==> src/rtl/vfill_pkg.sv <==
// Shared widths and FSM encoding for the
// rectangle fill engine.
package vga_pkg;

  localparam int AWIDTH = 19;
  localparam int DWIDTH = 8;
  localparam int XWIDTH = 10;
  localparam int YWIDTH = 10;

  typedef enum logic [1:0] {
    IDLE   = 2'd0,
    ISSUE  = 2'd1,
    GAP    = 2'd2,
    FINISH = 2'd3
  } state_t;

endpackage

==> src/rtl/vfill_if.sv <==
// Command and VMMU write-request bundle
// for the fill engine.
interface vfill_if #(
  parameter int AW = vga_pkg::AWIDTH,
  parameter int DW = vga_pkg::DWIDTH,
  parameter int XW = vga_pkg::XWIDTH,
  parameter int YW = vga_pkg::YWIDTH
) ();

  logic          Start;
  logic          Abort;
  logic [AW-1:0] StartAddr;
  logic [XW-1:0] Width;
  logic [YW-1:0] Height;
  logic [AW-1:0] Stride;
  logic [DW-1:0] Color;
  logic          WriteReqQueueFull;
  logic [DW-1:0] WriteDataOut;
  logic [AW-1:0] WriteAddrOut;
  logic          PushWriteReq;
  logic          Busy;
  logic          Done;

  modport master (
    input  Start, Abort, StartAddr,
    input  Width, Height, Stride, Color,
    input  WriteReqQueueFull,
    output WriteDataOut, WriteAddrOut,
    output PushWriteReq, Busy, Done
  );

  modport slave (
    output Start, Abort, StartAddr,
    output Width, Height, Stride, Color,
    output WriteReqQueueFull,
    input  WriteDataOut, WriteAddrOut,
    input  PushWriteReq, Busy, Done
  );

endinterface

==> src/rtl/vfill_addrgen.sv <==
// Row-major pixel walker: column/row counters,
// row base and current address.
module vfill_addrgen
  import vga_pkg::*;
#(
  parameter int AW = vga_pkg::AWIDTH,
  parameter int XW = vga_pkg::XWIDTH,
  parameter int YW = vga_pkg::YWIDTH
) (
  input  logic          clk,
  input  logic          rst,
  input  logic          load,
  input  logic          adv,
  input  logic [AW-1:0] start_addr,
  input  logic [AW-1:0] stride,
  input  logic [XW-1:0] width,
  input  logic [YW-1:0] height,
  output logic [AW-1:0] addr,
  output logic [AW-1:0] addr_nxt,
  output logic          last
);

  logic [XW-1:0] col, w_q;
  logic [YW-1:0] row, h_q;
  logic [AW-1:0] row_addr, stride_q;
  logic [AW-1:0] row_nxt;
  logic          eol;

  assign eol      = col == w_q - 1'b1;
  assign last     = eol && (row == h_q - 1'b1);
  assign row_nxt  = row_addr + stride_q;
  assign addr_nxt = eol ? row_nxt : addr + 1'b1;

  always_ff @(posedge clk) begin
    if (rst) begin
      col      <= '0;
      row      <= '0;
      w_q      <= '0;
      h_q      <= '0;
      stride_q <= '0;
      row_addr <= '0;
      addr     <= '0;
    end else if (load) begin
      col      <= '0;
      row      <= '0;
      w_q      <= width;
      h_q      <= height;
      stride_q <= stride;
      row_addr <= start_addr;
      addr     <= start_addr;
    end else if (adv) begin
      if (eol) begin
        col      <= '0;
        row      <= row + 1'b1;
        row_addr <= row_nxt;
      end else begin
        col <= col + 1'b1;
      end
      addr <= addr_nxt;
    end
  end

endmodule

==> src/rtl/vfill.sv <==
// Rectangle fill engine feeding the VMMU write
// port; one push per pixel, low cycle between.
module vfill
  import vga_pkg::*;
#(
  parameter int AWIDTH = vga_pkg::AWIDTH,
  parameter int DWIDTH = vga_pkg::DWIDTH,
  parameter int XWIDTH = vga_pkg::XWIDTH,
  parameter int YWIDTH = vga_pkg::YWIDTH
) (
  input  logic   MemClk,
  input  logic   Reset,
  vfill_if.master bus
);

  state_t state, state_nxt;

  logic              abort_q, abort_nxt, abort_any;
  logic              load, adv, push, zero, last;
  logic [AWIDTH-1:0] addr, addr_nxt;
  logic [AWIDTH-1:0] waddr;
  logic [DWIDTH-1:0] wdata;

  assign zero      = (bus.Width == '0) || (bus.Height == '0);
  assign abort_any = bus.Abort | abort_q;

  vfill_addrgen #(
    .AW (AWIDTH),
    .XW (XWIDTH),
    .YW (YWIDTH)
  ) u_addrgen (
    .clk        (MemClk),
    .rst        (Reset),
    .load       (load),
    .adv        (adv),
    .start_addr (bus.StartAddr),
    .stride     (bus.Stride),
    .width      (bus.Width),
    .height     (bus.Height),
    .addr       (addr),
    .addr_nxt   (addr_nxt),
    .last       (last)
  );

  always_comb begin
    state_nxt = state;
    abort_nxt = abort_q;
    load      = 1'b0;
    adv       = 1'b0;
    push      = 1'b0;
    unique case (state)
      IDLE: begin
        abort_nxt = 1'b0;
        if (bus.Start) begin
          load      = 1'b1;
          state_nxt = zero ? FINISH : ISSUE;
        end
      end
      ISSUE: begin
        abort_nxt = abort_any;
        if (bus.WriteReqQueueFull) begin
          if (abort_any) state_nxt = FINISH;
        end else begin
          push      = 1'b1;
          state_nxt = GAP;
        end
      end
      GAP: begin
        abort_nxt = abort_any;
        adv       = 1'b1;
        state_nxt = (last || abort_any) ? FINISH : ISSUE;
      end
      FINISH: begin
        abort_nxt = 1'b0;
        state_nxt = IDLE;
      end
      default: state_nxt = IDLE;
    endcase
  end

  always_ff @(posedge MemClk) begin
    if (Reset) begin
      state   <= IDLE;
      abort_q <= 1'b0;
    end else begin
      state   <= state_nxt;
      abort_q <= abort_nxt;
    end
  end

  // Address/data are loaded ahead of ISSUE so they are valid with the strobe
  always_ff @(posedge MemClk) begin
    if (Reset) begin
      waddr <= '0;
      wdata <= '0;
    end else if (state == IDLE && bus.Start && !zero) begin
      waddr <= bus.StartAddr;
      wdata <= bus.Color;
    end else if (state == GAP && state_nxt == ISSUE) begin
      waddr <= addr_nxt;
    end
  end

  assign bus.WriteAddrOut = waddr;
  assign bus.WriteDataOut = wdata;
  assign bus.PushWriteReq = push;
  assign bus.Busy         = state != IDLE;
  assign bus.Done         = state == FINISH;

endmodule

==> src/flat_wrapper.sv <==
// flat-port wrapper written by rule: the top's interface ports become plain ports
module vfill_flat import vga_pkg::*;
#(
  parameter int AWIDTH = vga_pkg::AWIDTH,
  parameter int DWIDTH = vga_pkg::DWIDTH,
  parameter int XWIDTH = vga_pkg::XWIDTH,
  parameter int YWIDTH = vga_pkg::YWIDTH
)
  (MemClk, Reset, bus_Start, bus_Abort, bus_StartAddr, bus_Width, bus_Height, bus_Stride, bus_Color, bus_WriteReqQueueFull, bus_WriteDataOut, bus_WriteAddrOut, bus_PushWriteReq, bus_Busy, bus_Done);
  vfill_if bus_i ();
  input  logic MemClk;
  input  logic Reset;
  input wire logic [$bits(bus_i.Start)-1:0] bus_Start;
  input wire logic [$bits(bus_i.Abort)-1:0] bus_Abort;
  input wire logic [$bits(bus_i.StartAddr)-1:0] bus_StartAddr;
  input wire logic [$bits(bus_i.Width)-1:0] bus_Width;
  input wire logic [$bits(bus_i.Height)-1:0] bus_Height;
  input wire logic [$bits(bus_i.Stride)-1:0] bus_Stride;
  input wire logic [$bits(bus_i.Color)-1:0] bus_Color;
  input wire logic [$bits(bus_i.WriteReqQueueFull)-1:0] bus_WriteReqQueueFull;
  output wire logic [$bits(bus_i.WriteDataOut)-1:0] bus_WriteDataOut;
  output wire logic [$bits(bus_i.WriteAddrOut)-1:0] bus_WriteAddrOut;
  output wire logic [$bits(bus_i.PushWriteReq)-1:0] bus_PushWriteReq;
  output wire logic [$bits(bus_i.Busy)-1:0] bus_Busy;
  output wire logic [$bits(bus_i.Done)-1:0] bus_Done;
  assign bus_i.Start = bus_Start;
  assign bus_i.Abort = bus_Abort;
  assign bus_i.StartAddr = bus_StartAddr;
  assign bus_i.Width = bus_Width;
  assign bus_i.Height = bus_Height;
  assign bus_i.Stride = bus_Stride;
  assign bus_i.Color = bus_Color;
  assign bus_i.WriteReqQueueFull = bus_WriteReqQueueFull;
  assign bus_WriteDataOut = bus_i.WriteDataOut;
  assign bus_WriteAddrOut = bus_i.WriteAddrOut;
  assign bus_PushWriteReq = bus_i.PushWriteReq;
  assign bus_Busy = bus_i.Busy;
  assign bus_Done = bus_i.Done;
  vfill #(.AWIDTH(AWIDTH), .DWIDTH(DWIDTH), .XWIDTH(XWIDTH), .YWIDTH(YWIDTH)) u_core (.MemClk(MemClk), .Reset(Reset), .bus(bus_i));
endmodule
==> config.mk <==
export PLATFORM = sky130hd
export DESIGN_NAME = vfill_flat
export DESIGN_NICKNAME = d
export VERILOG_FILES = /design/src/rtl/vfill_pkg.sv /design/src/rtl/vfill_if.sv /design/src/rtl/vfill_addrgen.sv /design/src/rtl/vfill.sv /design/src/flat_wrapper.sv
export SDC_FILE = /design/constraint.sdc
export NUM_CORES = 1
export LEC_CHECK = 0
export ABC_AREA = 1
export CORE_MARGIN = 10
export CORE_UTILIZATION = 45
export CTS_CLUSTER_DIAMETER = 80
export CTS_CLUSTER_SIZE = 8
export DETAILED_ROUTE_END_ITERATION = 7
export PLACE_DENSITY = 0.74
export SYNTH_ARGS = -nofsm -noshare
export SYNTH_HDL_FRONTEND = slang
export SYNTH_SLANG_ARGS = --single-unit
==> constraint.sdc <==
create_clock -name MemClk -period 1.9 [get_ports MemClk]
set_input_delay 0.38 -clock MemClk [delete_from_list [all_inputs] [get_ports MemClk]]
set_output_delay 0.38 -clock MemClk [all_outputs]
set_load 0.005 [all_outputs]
# Word level (Yosys, flattened, before mapping)
# Index checks and enable logic that the tools add are counted.
classes:
  n_addsub: 6
  eq_ne: 6
  n_mux: 21
  n_bitwise: 1
  n_reduce_logical: 19
ops:
  columns: ["cell", "n"]
  rows:
  - ["$mux 19", 8]
  - ["$add 10x1->10 const B", 2]
  - ["$eq 10x10->1", 2]
  - ["$logic_not 10->1", 2]
  - ["$sub 10x1->10 const B", 2]
  - ["$add 19x1->19 const B", 1]
  - ["$add 19x19->19", 1]
  - ["$mux 10", 1]
  - ["$mux 2", 5]
  - ["$pmux 2 s4", 1]
  - ["$reduce_bool 2->1", 4]
  - ["$reduce_or 2->1", 3]
  - ["$mux 1", 5]
  - ["$eq 2x1->1 const B", 2]
  - ["$eq 2x2->1 const B", 2]
  - ["$logic_and 1x1->1", 4]
  - ["$reduce_and 2->1", 2]
  - ["$logic_not 2->1", 1]
  - ["$logic_or 1x1->1", 2]
  - ["$pmux 1 s2", 1]
  - ["$logic_not 1->1", 1]
  - ["$or 1x1->1", 1]
word_totals:
  ff_bits: 127
  inputBits: 71
  output_inout_bits: 30
  elab_cells: 64

# Longest topological paths before layout
# Gate-level depths: netlist of run 1.
logic_depth:
  depth_word: 10
  mapped_depth: 17

# Cells and area by module
# From an unflattened synthesis of run 1, not the netlist that was laid out.
unflattened:
  cells_unflattened: 1241
  hier_area_um2: 7991.4
by_module_without_submodules:
  columns: ["mod", "n_inst", "cells_per_inst", "area_each_um2", "seq_area_each_um2"]
  rows:
  - ["vfill_addrgen", 1, 990, 6322.3, 1941.9]
  - ["vfill", 1, 251, 1669.1, 600.6]

# Least setup slack after synthesis of run 1
# Ideal clock, no wire load.
synth_timing:
  kind: "reg-to-reg"
  start: "register u_core.u_addrgen.row_addr[0]"
  end: "register u_core.u_addrgen.addr[8]"
  arrival_ns: 2.013
  required_ns: 1.785
  slack_ns: -0.227
  path_stages_with_launch: 14
  synth_period_minus_slack_ns: 2.127
  cell_sequence: "dfxtp_1 > ha_1 > inv_1 > fa_1 > inv_1 > nand2_1 > o21bai_1 > nand2_1 > nand2_1 > xor2_1 > inv_1 > o21ai_1 > nor2_1 > o21a_1"
synth_via:
  elab_chain_cells: 4
synth_rtl:
  columns: ["element", "line_no", "text"]
  rows:
  - ["start: declaration", "vfill_addrgen.sv:25", "logic [AW-1:0] row_addr, stride_q;"]
  - ["start signal: assignment", "vfill_addrgen.sv:49", "row_addr <= start_addr;"]
  - ["start signal: assignment", "vfill_addrgen.sv:55", "row_addr <= row_nxt;"]
  - ["$add 19x19->19", "vfill_addrgen.sv:31", "assign row_nxt = row_addr + stride_q;"]
  - ["$mux 19", "vfill_addrgen.sv:32", "assign addr_nxt = eol ? row_nxt : addr + 1'b1;"]
  - ["$mux 19", "vfill_addrgen.sv:51", "end else if (adv) begin"]
  - ["$mux 19", "vfill_addrgen.sv:43", "end else if (load) begin"]
  - ["end signal: assignment", "vfill_addrgen.sv:50", "addr <= start_addr;"]
  - ["end signal: assignment", "vfill_addrgen.sv:59", "addr <= addr_nxt;"]
  - ["end: declaration", "vfill_addrgen.sv:18", "output logic [AW-1:0] addr,"]
# No other way between the ends. The select of a mux whose other input is x is not followed.
# A chain may end at the register's enable or synchronous reset.

# Worst setup path after layout of run 1
layout_timing:
  start: "register u_core.u_addrgen.w_q[0]"
  end: "register u_core.waddr[4] (netlist: u_core.bus.WriteAddrOut[4])"
layout_via:
  elab_chain_cells: 9
  word_cells_on_any_way: 12
layout_rtl:
  columns: ["element", "line_no", "text"]
  rows:
  - ["start: declaration", "vfill_addrgen.sv:23", "logic [XW-1:0] col, w_q;"]
  - ["start signal: assignment", "vfill_addrgen.sv:46", "w_q <= width;"]
  - ["$sub 10x1->10 *", "vfill_addrgen.sv:29", "assign eol = col == w_q - 1'b1;"]
  - ["$eq 10x10->1 *", "vfill_addrgen.sv:29", null]
  - ["$logic_and 1x1->1", "vfill_addrgen.sv:30", "assign last = eol && (row == h_q - 1'b1);"]
  - ["$logic_or 1x1->1", "vfill.sv:71", "state_nxt = (last || abort_any) ? FINISH : ISSUE;"]
  - ["$mux 2", "vfill.sv:71", null]
  - ["$pmux 2 s4", "vfill.sv:51", "unique case (state)"]
  - ["$eq 2x1->1", "vfill.sv:99", "end else if (state == GAP && state_nxt == ISSUE) begin"]
  - ["$logic_and 1x1->1", "vfill.sv:99", null]
  - ["$reduce_bool 2->1 (no source line)", null, null]
  - ["end signal: assignment", "vfill.sv:97", "waddr <= bus.StartAddr;"]
  - ["end signal: assignment", "vfill.sv:100", "waddr <= addr_nxt;"]
  - ["end: declaration", "vfill.sv:21", "logic [AWIDTH-1:0] waddr;"]
# Mark *: on every way between the ends. The rest lies on a longest branch, timed or not. The select of a mux whose other input is x is not followed.

==> flow_summary.json, run 1 <==
{
  "outcome": "complete, but fails checks",
  "violations": "setup timing",
  "fin_total_pwr_uw": 8900,
  "drt_iter0_markers": 615,
  "yosys_warnings": 0,
  "grt_overflow": 0,
  "synth_top_cell_area_share": 0.3347,
  "synth_most_common_cell": "nand2_1",
  "grt_pass1_wl_um": 40800,
  "clock_path_buffers": 2,
  "timing.final.crit_period_ns": 2.218,
  "start_util": 0.4581,
  "htree_levels": 4,
  "setup_violations": 77,
  "setup_ws_ns": -0.3179,
  "area_growth_pct": 49.72,
  "drive_gt1_frac": 0.2412,
  "synth_top_flop_cell": "dfxtp_1",
  "root_buffer": "clkbuf_16",
  "grt_pass1_vias": 8463,
  "crit_buf_inv": 2,
  "diodes": 0,
  "max-slew-margin-rel": 0.6186,
  "clock_skew_ns": 0.01109,
  "synth_nets": 1291,
  "powerDensity_nw_per_um2": 782.4,
  "drv_slew": 0,
  "ys_top_cells_by_count": "311 x nand2_1, 190 x nor2_1, 127 x dfxtp_1",
  "postLayoutCoreUtil": 0.6859,
  "mappedNetlistArea_um2": 7597,
  "via_per_inst": 5.219,
  "slowest_delay_ns": 0.35,
  "timing.fmax_mhz": 450.9,
  "core_um2": 16580,
  "r2r_slack_ns": -0.32,
  "cts_made_buffers": 17,
  "final_area_um2": 11370,
  "synthArstFlopShare": 0,
  "gp_routability_congestion": 0.9636,
  "drtAntennaViolNets": 0,
  "grt_usage": 0.2216,
  "placementRows": 47,
  "critical-path-slowest-cell": "dfxtp_2",
  "boundaryPins": 101,
  "drt-pass1-iter-count": 5,
  "hold_depth": 2,
  "required_ns": 2.22,
  "crit_family": "simple AND/OR/NAND/NOR gates",
  "holdCritPathClass": "flop to flop",
  "hold_buffers": 0,
  "die-area_um2": 22480,
  "finalWirelength_um": 25930,
  "synth_seq_cells": 127,
  "vias": 8741,
  "startpoint_type": "flop",
  "switching_share": 0.3039,
  "wire_per_inst_um": 15.48,
  "stdcell_count": 1675,
  "arrival_ns": 2.54,
  "p_leak_uw": 0.005095,
  "worstSetupEndpointType": "flop",
  "path_cells": "inv_4 -> ha_4 -> nor2_1 -> nor2_1 -> nand2_1 -> nor2_2 -> nand3_1 -> nor2_2 -> nand3_2 -> nor2_4 -> nand2_2 -> nand3_4 -> buf_6 -> nand3_2 -> nand2_1 -> nor2_1",
  "min_to": "u_core.bus.WriteDataOut[3]$_SDFFE_PP0P_",
  "r2r-end": "u_core.bus.WriteAddrOut[4]$_SDFFE_PP0P_",
  "synth_top_area_cell": "dfxtp_1",
  "rr_worst_depth": 16,
  "dp.cells": 1616,
  "cp_num_cells": 16,
  "dpl_cell_area_um2": 9932,
  "r2r_start": "u_core.u_addrgen.w_q[0]$_SDFFE_PP0P_",
  "finalCritPeriodShare": 1.167,
  "rsz0062_at_grt": "yes",
  "clock_sinks": 127,
  "chipWidth_um": 149.9,
  "worst_pin_slew_ns": 0.5721,
  "power.switching_uw": 2704,
  "pre_cts_ws_ns": -0.3773,
  "drc": 0,
  "clk_latency_ns": 0.43,
  "clk_pin_slew_ns": 0.06,
  "hpwl_um": 17920,
  "cts_tree": "yes",
  "p_seq_frac": 0.344,
  "synth_cell_types": 40,
  "synth_edf_count": 0,
  "intPower_uw": 6196,
  "final_hold_viol_count": 0,
  "antenna_found_initial": 0,
  "maxCapViolCount": 0,
  "ir_worst_vdd_v": 0.0007840,
  "grt_max_degree": 62,
  "place.port_buffers": 100,
  "synth-seq-area-share": 0.3347,
  "crit_fanout": 6,
  "final_nets": 1538,
  "pwr-share-clk": 0.388,
  "dieHeight_um": 149.9,
  "worst_path_most_repeated_cell": "nor2_1",
  "critPathKind": "flop to flop",
  "syn_avg_cell_area_um2": 6.352,
  "syn_inst": 1196,
  "netlist_top_cells_area": "dfxtp_1 33%, nand2_1 15%, nor2_1 9.4%",
  "min_from": "u_core.bus.WriteDataOut[3]$_SDFFE_PP0P_",
  "p_comb_frac": 0.268
}
## stage by stage
stage	hold WS (ns)	setup TNS, ns
floorplan	0.4433	-2.184
global placement	0.4500	-17.60
detailed placement	0.4571	-21.52
CTS	0.4544	-9.484
global route	0.4849	-25.42
finish	0.4660	-16.48
## worst min-delay path, stage by stage (launching register included)
cell and delay, ns:
dfxtp_1 0.31, nand2_1 0.06, a21oi_1 0.05
## final cells by class
class / count / area, um^2
tap: 220 / 275.3
clock buffer: 19 / 442.9
clock inverter: 12 / 167.7
timing repair buffer: 268 / 2426
sequential: 127 / 2555
fill: 1350 / 5209
inverter: 123 / 467.9
multi-input combinational: 906 / 5040
## state kept, by name, indices dropped and copies added, names as in the netlist
signal,flops
u_core.abort_q,1
u_core.state,2
u_core.bus.WriteDataOut,8
u_core.u_addrgen.stride_q,19
u_core.u_addrgen.h_q,10
u_core.u_addrgen.row,10
u_core.u_addrgen.row_addr,19
u_core.u_addrgen.w_q,10
u_core.bus.WriteAddrOut,19
u_core.u_addrgen.addr,19
u_core.u_addrgen.col,10
## layer usage
metal  GRT usage  vias to the layer above  part of all wire
met4     0.08601                        0             0.028
met1      0.2526                     4024              0.41
li1            -                     4363                 -
met5           0                        -                 0
met3     0.04740                       67             0.055
met2      0.3948                      287              0.51
## worst max path at each step
stage          slack, ns                                    endpoint                                      start
2_1_floorplan      -0.09  u_core.u_addrgen.row_addr[13]$_SDFFE_PP0P_       u_core.u_addrgen.w_q[0]$_SDFFE_PP0P_
3_3_place_gp       -0.34    u_core.bus.WriteAddrOut[10]$_SDFFE_PP0P_                               bus_Width[5]
3_5_place_dp       -0.38     u_core.bus.WriteAddrOut[5]$_SDFFE_PP0P_                               bus_Width[1]
4_1_cts            -0.20       u_core.u_addrgen.addr[8]$_SDFFE_PP0P_  u_core.u_addrgen.stride_q[0]$_SDFFE_PP0P_
5_1_grt            -0.42     u_core.bus.WriteAddrOut[9]$_SDFFE_PP0P_       u_core.u_addrgen.w_q[1]$_SDFFE_PP0P_
6_report           -0.32     u_core.bus.WriteAddrOut[4]$_SDFFE_PP0P_       u_core.u_addrgen.w_q[0]$_SDFFE_PP0P_
## power by group through the flow
stage	combinational, uW	sequential, uW	clock [uW]
2_1_floorplan	1160	3060	0
3_3_place_gp	2050	3090	0
3_5_place_dp	2080	3090	0
4_1_cts	2230	3040	3470
5_1_grt	2620	3080	3580
6_report	2390	3060	3450
## kinds of logic (layout without fill, tap and decap cells)
logic type               Yosys count  in the layout  synth area share
AO/OA/AOI/OAI                    185            185            0.1327
flip-flops                       127            127            0.3347
XOR/XNOR                          40             40           0.04611
adder cells (fa/ha/maj)           24             24           0.04051
buffers and inverters            166            422           0.08531
AND/OR/NAND/NOR                  654            657            0.3607
## cells in the final DEF (no fill, tap or decap), drive strengths merged
cell	count
or2	5
nand3	87
o21ai	70
dlymetal6s2s	1
fa	1
a21oi	74
clkbuf	21
a31oi	21
nand4	19
clkinv	7
a21boi	1
nand3b	4
and3	1
ha	23
a21o	2
o22ai	1
dfxtp	127
bufinv	4
nor3	17
buf	167
o21a	9
nor3b	2
xnor2	9
a211oi	1
o21bai	6
and2	1
clkinvlp	4
nor4	8
xor2	31
inv	120
nand2	313
nor2	200
clkdlybuf4s50	98
## repair_timing
action,CTS,global route
gates cloned,4,4
pin swaps,36,45
setup buffers,14,7
resized for setup,75,76
endpoints found under the setup margin,79,88
(Power assumes the default switching activity.)
==> run 2: changes to the inputs <==
--- a/config.mk
+++ b/config.mk
@@ -6,12 +6,15 @@
 export NUM_CORES = 1
 export LEC_CHECK = 0
 export ABC_AREA = 1
+export CAP_MARGIN = 20
+export CELL_PAD_IN_SITES_DETAIL_PLACEMENT = 1
+export CELL_PAD_IN_SITES_GLOBAL_PLACEMENT = 1
 export CORE_MARGIN = 10
-export CORE_UTILIZATION = 45
+export CORE_UTILIZATION = 35
 export CTS_CLUSTER_DIAMETER = 80
 export CTS_CLUSTER_SIZE = 8
 export DETAILED_ROUTE_END_ITERATION = 7
-export PLACE_DENSITY = 0.74
+export PLACE_DENSITY = 0.8
 export SYNTH_ARGS = -nofsm -noshare
 export SYNTH_HDL_FRONTEND = slang
 export SYNTH_SLANG_ARGS = --single-unit
==> flow_summary.json, run 2 (same netlist as run 1, synthesis figures left out) <==
{
  "final_cell_mix": "256 x nand2_1, 172 x nor2_1, 151 x buf_4, 121 x dfxtp_1, 111 x inv_1",
  "ir_worst_vdd_v": 0.0005418,
  "hold_depth": 3,
  "required_ns": 2.24,
  "clock_skew_ns": 0.01701,
  "grt_max_degree": 60,
  "hpwl_um": 22310,
  "grt_overflow": 0,
  "grt_pass1_wl_um": 53970,
  "grt_usage": 0.2343,
  "dieHeight_um": 167.3,
  "holdCritPathClass": "primary input to flop",
  "r2r_slack_ns": -0.88,
  "critical-path-slowest-cell": "nor2_1",
  "crit_buf_inv": 1,
  "start_util": 0.3580,
  "crit_family": "simple AND/OR/NAND/NOR gates",
  "cts_made_buffers": 17,
  "gp_routability_congestion": 0.8846,
  "final_common_cell": "nand2_1",
  "fin_total_pwr_uw": 9992,
  "startpoint_type": "flop",
  "boundaryPins": 101,
  "drt-pass1-iter-count": 5,
  "min_to": "u_core.u_addrgen.addr[8]$_SDFFE_PP0P_",
  "critPathKind": "flop to flop",
  "drv_slew": 0,
  "dpl_cell_area_um2": 10150,
  "root_buffer": "clkbuf_16",
  "final_nets": 1552,
  "clk_pin_slew_ns": 0.06,
  "die-area_um2": 28000,
  "r2r-end": "u_core.bus.WriteAddrOut[1]$_SDFFE_PP0P_",
  "min_from": "Reset",
  "chipWidth_um": 167.3,
  "vias": 10085,
  "rr_worst_depth": 13,
  "placementRows": 53,
  "drive_gt1_frac": 0.2816,
  "cts_tree": "yes",
  "worstSetupEndpointType": "flop",
  "htree_levels": 4,
  "place.port_buffers": 100,
  "setup_ws_ns": -0.8772,
  "drt_iter0_markers": 770,
  "rsz0062_at_grt": "yes",
  "wire_per_inst_um": 23.74,
  "clock_sinks": 127,
  "p_leak_uw": 0.005311,
  "slowest_delay_ns": 0.39,
  "max-slew-margin-rel": 0.4129,
  "setup_violations": 80,
  "core_um2": 21220,
  "worst_pin_slew_ns": 0.8726,
  "finalWirelength_um": 41460,
  "violations": "setup timing",
  "maxCapViolCount": 0,
  "crit_fanout": 6,
  "antenna_found_initial": 1,
  "via_per_inst": 5.776,
  "final_area_um2": 12130,
  "drtAntennaViolNets": 0,
  "outcome": "complete, but fails checks",
  "grt_pass1_vias": 10349,
  "powerDensity_nw_per_um2": 823.5,
  "final_hold_viol_count": 0,
  "clk_latency_ns": 0.46,
  "timing.fmax_mhz": 360.1,
  "r2r_start": "u_core.u_addrgen.w_q[4]$_SDFFE_PP0P_",
  "clock_path_buffers": 2,
  "dp.cells": 1686,
  "area_growth_pct": 59.72,
  "finalCritPeriodShare": 1.462,
  "path_cells": "nor2_1 -> nand3_1 -> nand2_1 -> nand3_1 -> nor2_1 -> nand3_2 -> nor2_4 -> nand2_4 -> nand3_4 -> clkbuf_16 -> nand3_1 -> nand2_1 -> nor2_1",
  "drc": 0,
  "timing.final.crit_period_ns": 2.777,
  "arrival_ns": 3.12,
  "stdcell_count": 1746
}
-- run 2: cell types whose count changed in the layout (fill, tap and decap cells not counted), moves of 6 or more --
cell / delta
a21oi_1: -11
a21oi_2: +11
buf_12: +6
nand2_1: -27
nand2_2: +15
nand2_4: +10
nand3_1: -10
-- run 2: metrics by stage --
stage / TNS, ns / setup slack, ns / hold WS (ns) / utilization
floorplan: -2.184 / -0.09203 / 0.4433 / -
global placement: -21.53 / -0.4149 / 0.4547 / 0.4784
detailed placement: -27.27 / -0.4406 / 0.4540 / 0.4784
CTS: -22.41 / -0.3687 / 0.3494 / 0.5338
global route: -54.45 / -0.9236 / 0.4303 / 0.5718
finish: -50.57 / -0.8772 / 0.4254 / 0.5718
-- run 2: how the worst max path moves through the flow --
stage / slack, ns / startpoint / end / depth (start not counted)
global placement: -0.41 / bus_Width[6] / u_core.bus.WriteAddrOut[1]$_SDFFE_PP0P_ / 11
floorplan: -0.09 / u_core.u_addrgen.w_q[0]$_SDFFE_PP0P_ / u_core.u_addrgen.row_addr[13]$_SDFFE_PP0P_ / 16
detailed placement: -0.44 / bus_Width[6] / u_core.bus.WriteAddrOut[1]$_SDFFE_PP0P_ / 11
CTS: -0.37 / u_core.u_addrgen.w_q[1]$_SDFFE_PP0P_ / u_core.bus.WriteAddrOut[14]$_SDFFE_PP0P_ / 17
global route: -0.92 / u_core.u_addrgen.w_q[4]$_SDFFE_PP0P_ / u_core.bus.WriteAddrOut[1]$_SDFFE_PP0P_ / 13
finish: -0.88 / u_core.u_addrgen.w_q[4]$_SDFFE_PP0P_ / u_core.bus.WriteAddrOut[1]$_SDFFE_PP0P_ / 13
-- run 2: what timing repair did --
| action | CTS | global route |
|---|---|---|
| endpoints found under the setup margin | 89 | 88 |
| resized for setup | 92 | 147 |
| gates cloned | 6 | 5 |
| buffers inserted | 9 | 8 |
| endpoints found under the hold margin | 0 | 0 |
| hold buffers | 0 | 0 |
| pin swaps | 41 | 42 |
-- run 2: layer usage --
metal | vias to the layer above | track usage | share of wire
li1 | 4397 | - | -
met1 | 4905 | 0.2396 | 0.35
met2 | 535 | 0.4388 | 0.51
met3 | 248 | 0.04448 | 0.070
met4 | 0 | 0.1260 | 0.069
met5 | - | 0 | 0
-- run 2: layout make-up --
type	instances	area [um^2]
flip-flops and latches	127	2552
repair buffers	282	2666
diodes	1	2.502
clock inverters	13	256.5
well taps	275	344.1
inverters	123	470.5
multi-input cells	906	5389
clock buffers	19	452.9
fillers	2633	9086
-- run 2: worst register-to-register path: cells and delay by family, from the launching register on --
family	cells	cell delay [ns]
and+or+nand+nor	12	2.10
DFF	1	0.35
buffers and inverters	1	0.22
-- run 2: power breakdown --
part / internal [uW] / switching [uW] / leakage (uW) / total [uW]
Sequential: 2880 / 192 / 0.00105 / 3070
Combinational: 1150 / 1630 / 0.00393 / 2780
Clock: 2670 / 1480 / 0.000340 / 4150
Total: 6690 / 3300 / 0.00531 / 9990
==> run 3: changes to the inputs <==
--- a/config.mk
+++ b/config.mk
@@ -14,7 +14,9 @@
 export CTS_CLUSTER_DIAMETER = 80
 export CTS_CLUSTER_SIZE = 8
 export DETAILED_ROUTE_END_ITERATION = 7
+export MAX_ROUTING_LAYER = met4
 export PLACE_DENSITY = 0.8
+export SETUP_SLACK_MARGIN = 0.5
 export SYNTH_ARGS = -nofsm -noshare
 export SYNTH_HDL_FRONTEND = slang
 export SYNTH_SLANG_ARGS = --single-unit
==> flow_summary.json, run 3 (same netlist as run 1, synthesis figures left out) <==
{
  "outcome": "complete, but fails checks",
  "violations": "setup timing",
  "p_leak_uw": 0.005616,
  "clock_skew_ns": 0.01846,
  "dieHeight_um": 167.3,
  "grt_util_met1": 0.2578,
  "grt_usage": 0.2507,
  "finalCritPeriodShare": 1.362,
  "crit_fanout": 4,
  "drt_iter0_markers": 784,
  "clk_pin_slew_ns": 0.07,
  "critPathCapture": "u_core.bus.WriteAddrOut[1]$_SDFFE_PP0P_",
  "clk_latency_ns": 0.46,
  "timing.fmax_mhz": 386.6,
  "power.switching_uw": 3742,
  "core_um2": 21220,
  "cts_made_buffers": 17,
  "fillers": 2590,
  "busiest_layer": "met2",
  "chipWidth_um": 167.3,
  "drv_slew": 0,
  "final_common_cell": "nand2_1",
  "timing.final.crit_period_ns": 2.587,
  "arrival_ns": 2.94,
  "required_ns": 2.25,
  "pwr-share-clk": 0.350,
  "wire_per_inst_um": 25.95,
  "rsz0062_at_grt": "yes",
  "rr_worst_depth": 14,
  "boundaryPins": 101,
  "antenna_found_initial": 0,
  "use_met3": 0.04096,
  "finalWirelength_um": 46140,
  "clock_path_buffers": 2,
  "r2r-end": "u_core.bus.WriteAddrOut[1]$_SDFFE_PP0P_",
  "drive_gt1_frac": 0.3673,
  "grt_overflow": 0,
  "critPathKind": "flop to flop",
  "final_nets": 1585,
  "area_growth_pct": 68.54,
  "intPower_uw": 6124,
  "use_met2": 0.4602,
  "clock_sinks": 127,
  "htree_levels": 4,
  "maxCapViolCount": 0,
  "root_buffer": "clkbuf_16",
  "start_util": 0.3580,
  "hpwl_um": 22490,
  "worst_pin_slew_ns": 0.8661,
  "startpoint_type": "flop",
  "powerDensity_nw_per_um2": 770.5,
  "grt_pass1_wl_um": 55950,
  "drtAntennaViolNets": 0,
  "max-slew-margin-rel": 0.4181,
  "setup_ws_ns": -0.6869,
  "diodes": 0,
  "setup_violations": 78,
  "gp_routability_congestion": 0.9286,
  "place.port_buffers": 100,
  "r2r_slack_ns": -0.69,
  "vias": 10418,
  "stdcell_count": 1778,
  "p_seq_frac": 0.317,
  "drc": 0,
  "hold_ws_ns": 0.3578,
  "drt-pass1-iter-count": 6,
  "die-area_um2": 28000,
  "dp.cells": 1686,
  "holdCritPathClass": "primary input to flop",
  "placementRows": 53,
  "startpoint": "u_core.u_addrgen.w_q[0]$_SDFFE_PP0P_",
  "grt_pass1_vias": 10598,
  "p_comb_frac": 0.333,
  "via_per_inst": 5.859,
  "ir_worst_vdd_v": 0.0005551,
  "grt_max_degree": 60,
  "fin_total_pwr_uw": 9867,
  "r2r_start": "u_core.u_addrgen.w_q[0]$_SDFFE_PP0P_",
  "cts_tree": "yes",
  "final_hold_viol_count": 0,
  "final_cell_mix": "260 x nand2_1, 159 x buf_4, 143 x nor2_1, 105 x inv_1, 101 x dfxtp_1",
  "worstSetupEndpointType": "flop",
  "switching_share": 0.3793
}
## run 3: layer usage
metal	part of all wire	vias to the layer above	wire [um]
met5	0	-	0
met4	0.085	0	3937
met3	0.063	322	2892
met2	0.49	590	22800
met1	0.36	5036	16510
li1	-	4470	-
## run 3: worst max-delay path: stages (launching register included)
cell,delay [ns]
dfxtp_2,0.37
inv_4,0.08
ha_4,0.17
nand2_4,0.08
nor2_4,0.15
nand2_1,0.11
nand2_1,0.12
nand4_1,0.15
nor2_4,0.19
buf_4,0.13
nand4_1,0.37
nand3_1,0.31
nand2_1,0.09
a21oi_2,0.12
nor2_1,0.05
## run 3: cell type report
| cell class | count | area [um^2] | area share |
|---|---|---|---|
| clock buffer | 17 | 425.4 | 0.03322 |
| multi-input combinational | 907 | 5778 | 0.4512 |
| timing repair buffer | 314 | 3045 | 0.2378 |
| clock inverter | 15 | 148.9 | 0.01163 |
| sequential | 127 | 2582 | 0.2017 |
| tap | 275 | 344.1 | 0.02687 |
| inverter | 123 | 480.5 | 0.03752 |
## run 3: how the worst min path moves through the flow
stage                                                           from  depth (start not counted)  slack, ns                                          to
after floorplan           u_core.u_addrgen.row_addr[13]$_SDFFE_PP0P_                          2       0.44  u_core.u_addrgen.row_addr[13]$_SDFFE_PP0P_
after global placement       u_core.bus.WriteDataOut[6]$_SDFFE_PP0P_                          2       0.45     u_core.bus.WriteDataOut[6]$_SDFFE_PP0P_
after detailed placement     u_core.bus.WriteDataOut[2]$_SDFFE_PP0P_                          2       0.46     u_core.bus.WriteDataOut[2]$_SDFFE_PP0P_
after CTS                                                      Reset                          4       0.31        u_core.u_addrgen.row[1]$_SDFFE_PP0P_
after global routing                                           Reset                          4       0.39        u_core.u_addrgen.row[1]$_SDFFE_PP0P_
final                                                          Reset                          4       0.36        u_core.u_addrgen.row[1]$_SDFFE_PP0P_
## run 3: power by group through the flow
stage	Sequential, uW	Clock (uW)	Combinational [uW]
detailed placement	3100	0	2240
global placement	3090	0	2150
CTS	3080	3330	2600
global route	3130	3540	3450
floorplan	3060	0	1190
finish	3130	3460	3280
## run 3: what timing repair did
item	in CTS	in global routing
endpoints found under the setup margin	155	151
pin swaps	49	29
setup buffers	26	17
hold buffers	0	0
cloned	7	10
resized for setup	274	215
## run 3: per-stage QoR
step	area, um^2	util	TNS (ns)	setup slack [ns]
after floorplan	7823	-	-2.136	-0.08674
after global placement	10210	0.4812	-22.12	-0.4197
after detailed placement	10210	0.4812	-27.44	-0.4925
after CTS	11790	0.5554	-16.82	-0.3154
after global routing	12800	0.6034	-43.77	-0.7216
final	12800	0.6034	-36.69	-0.6869
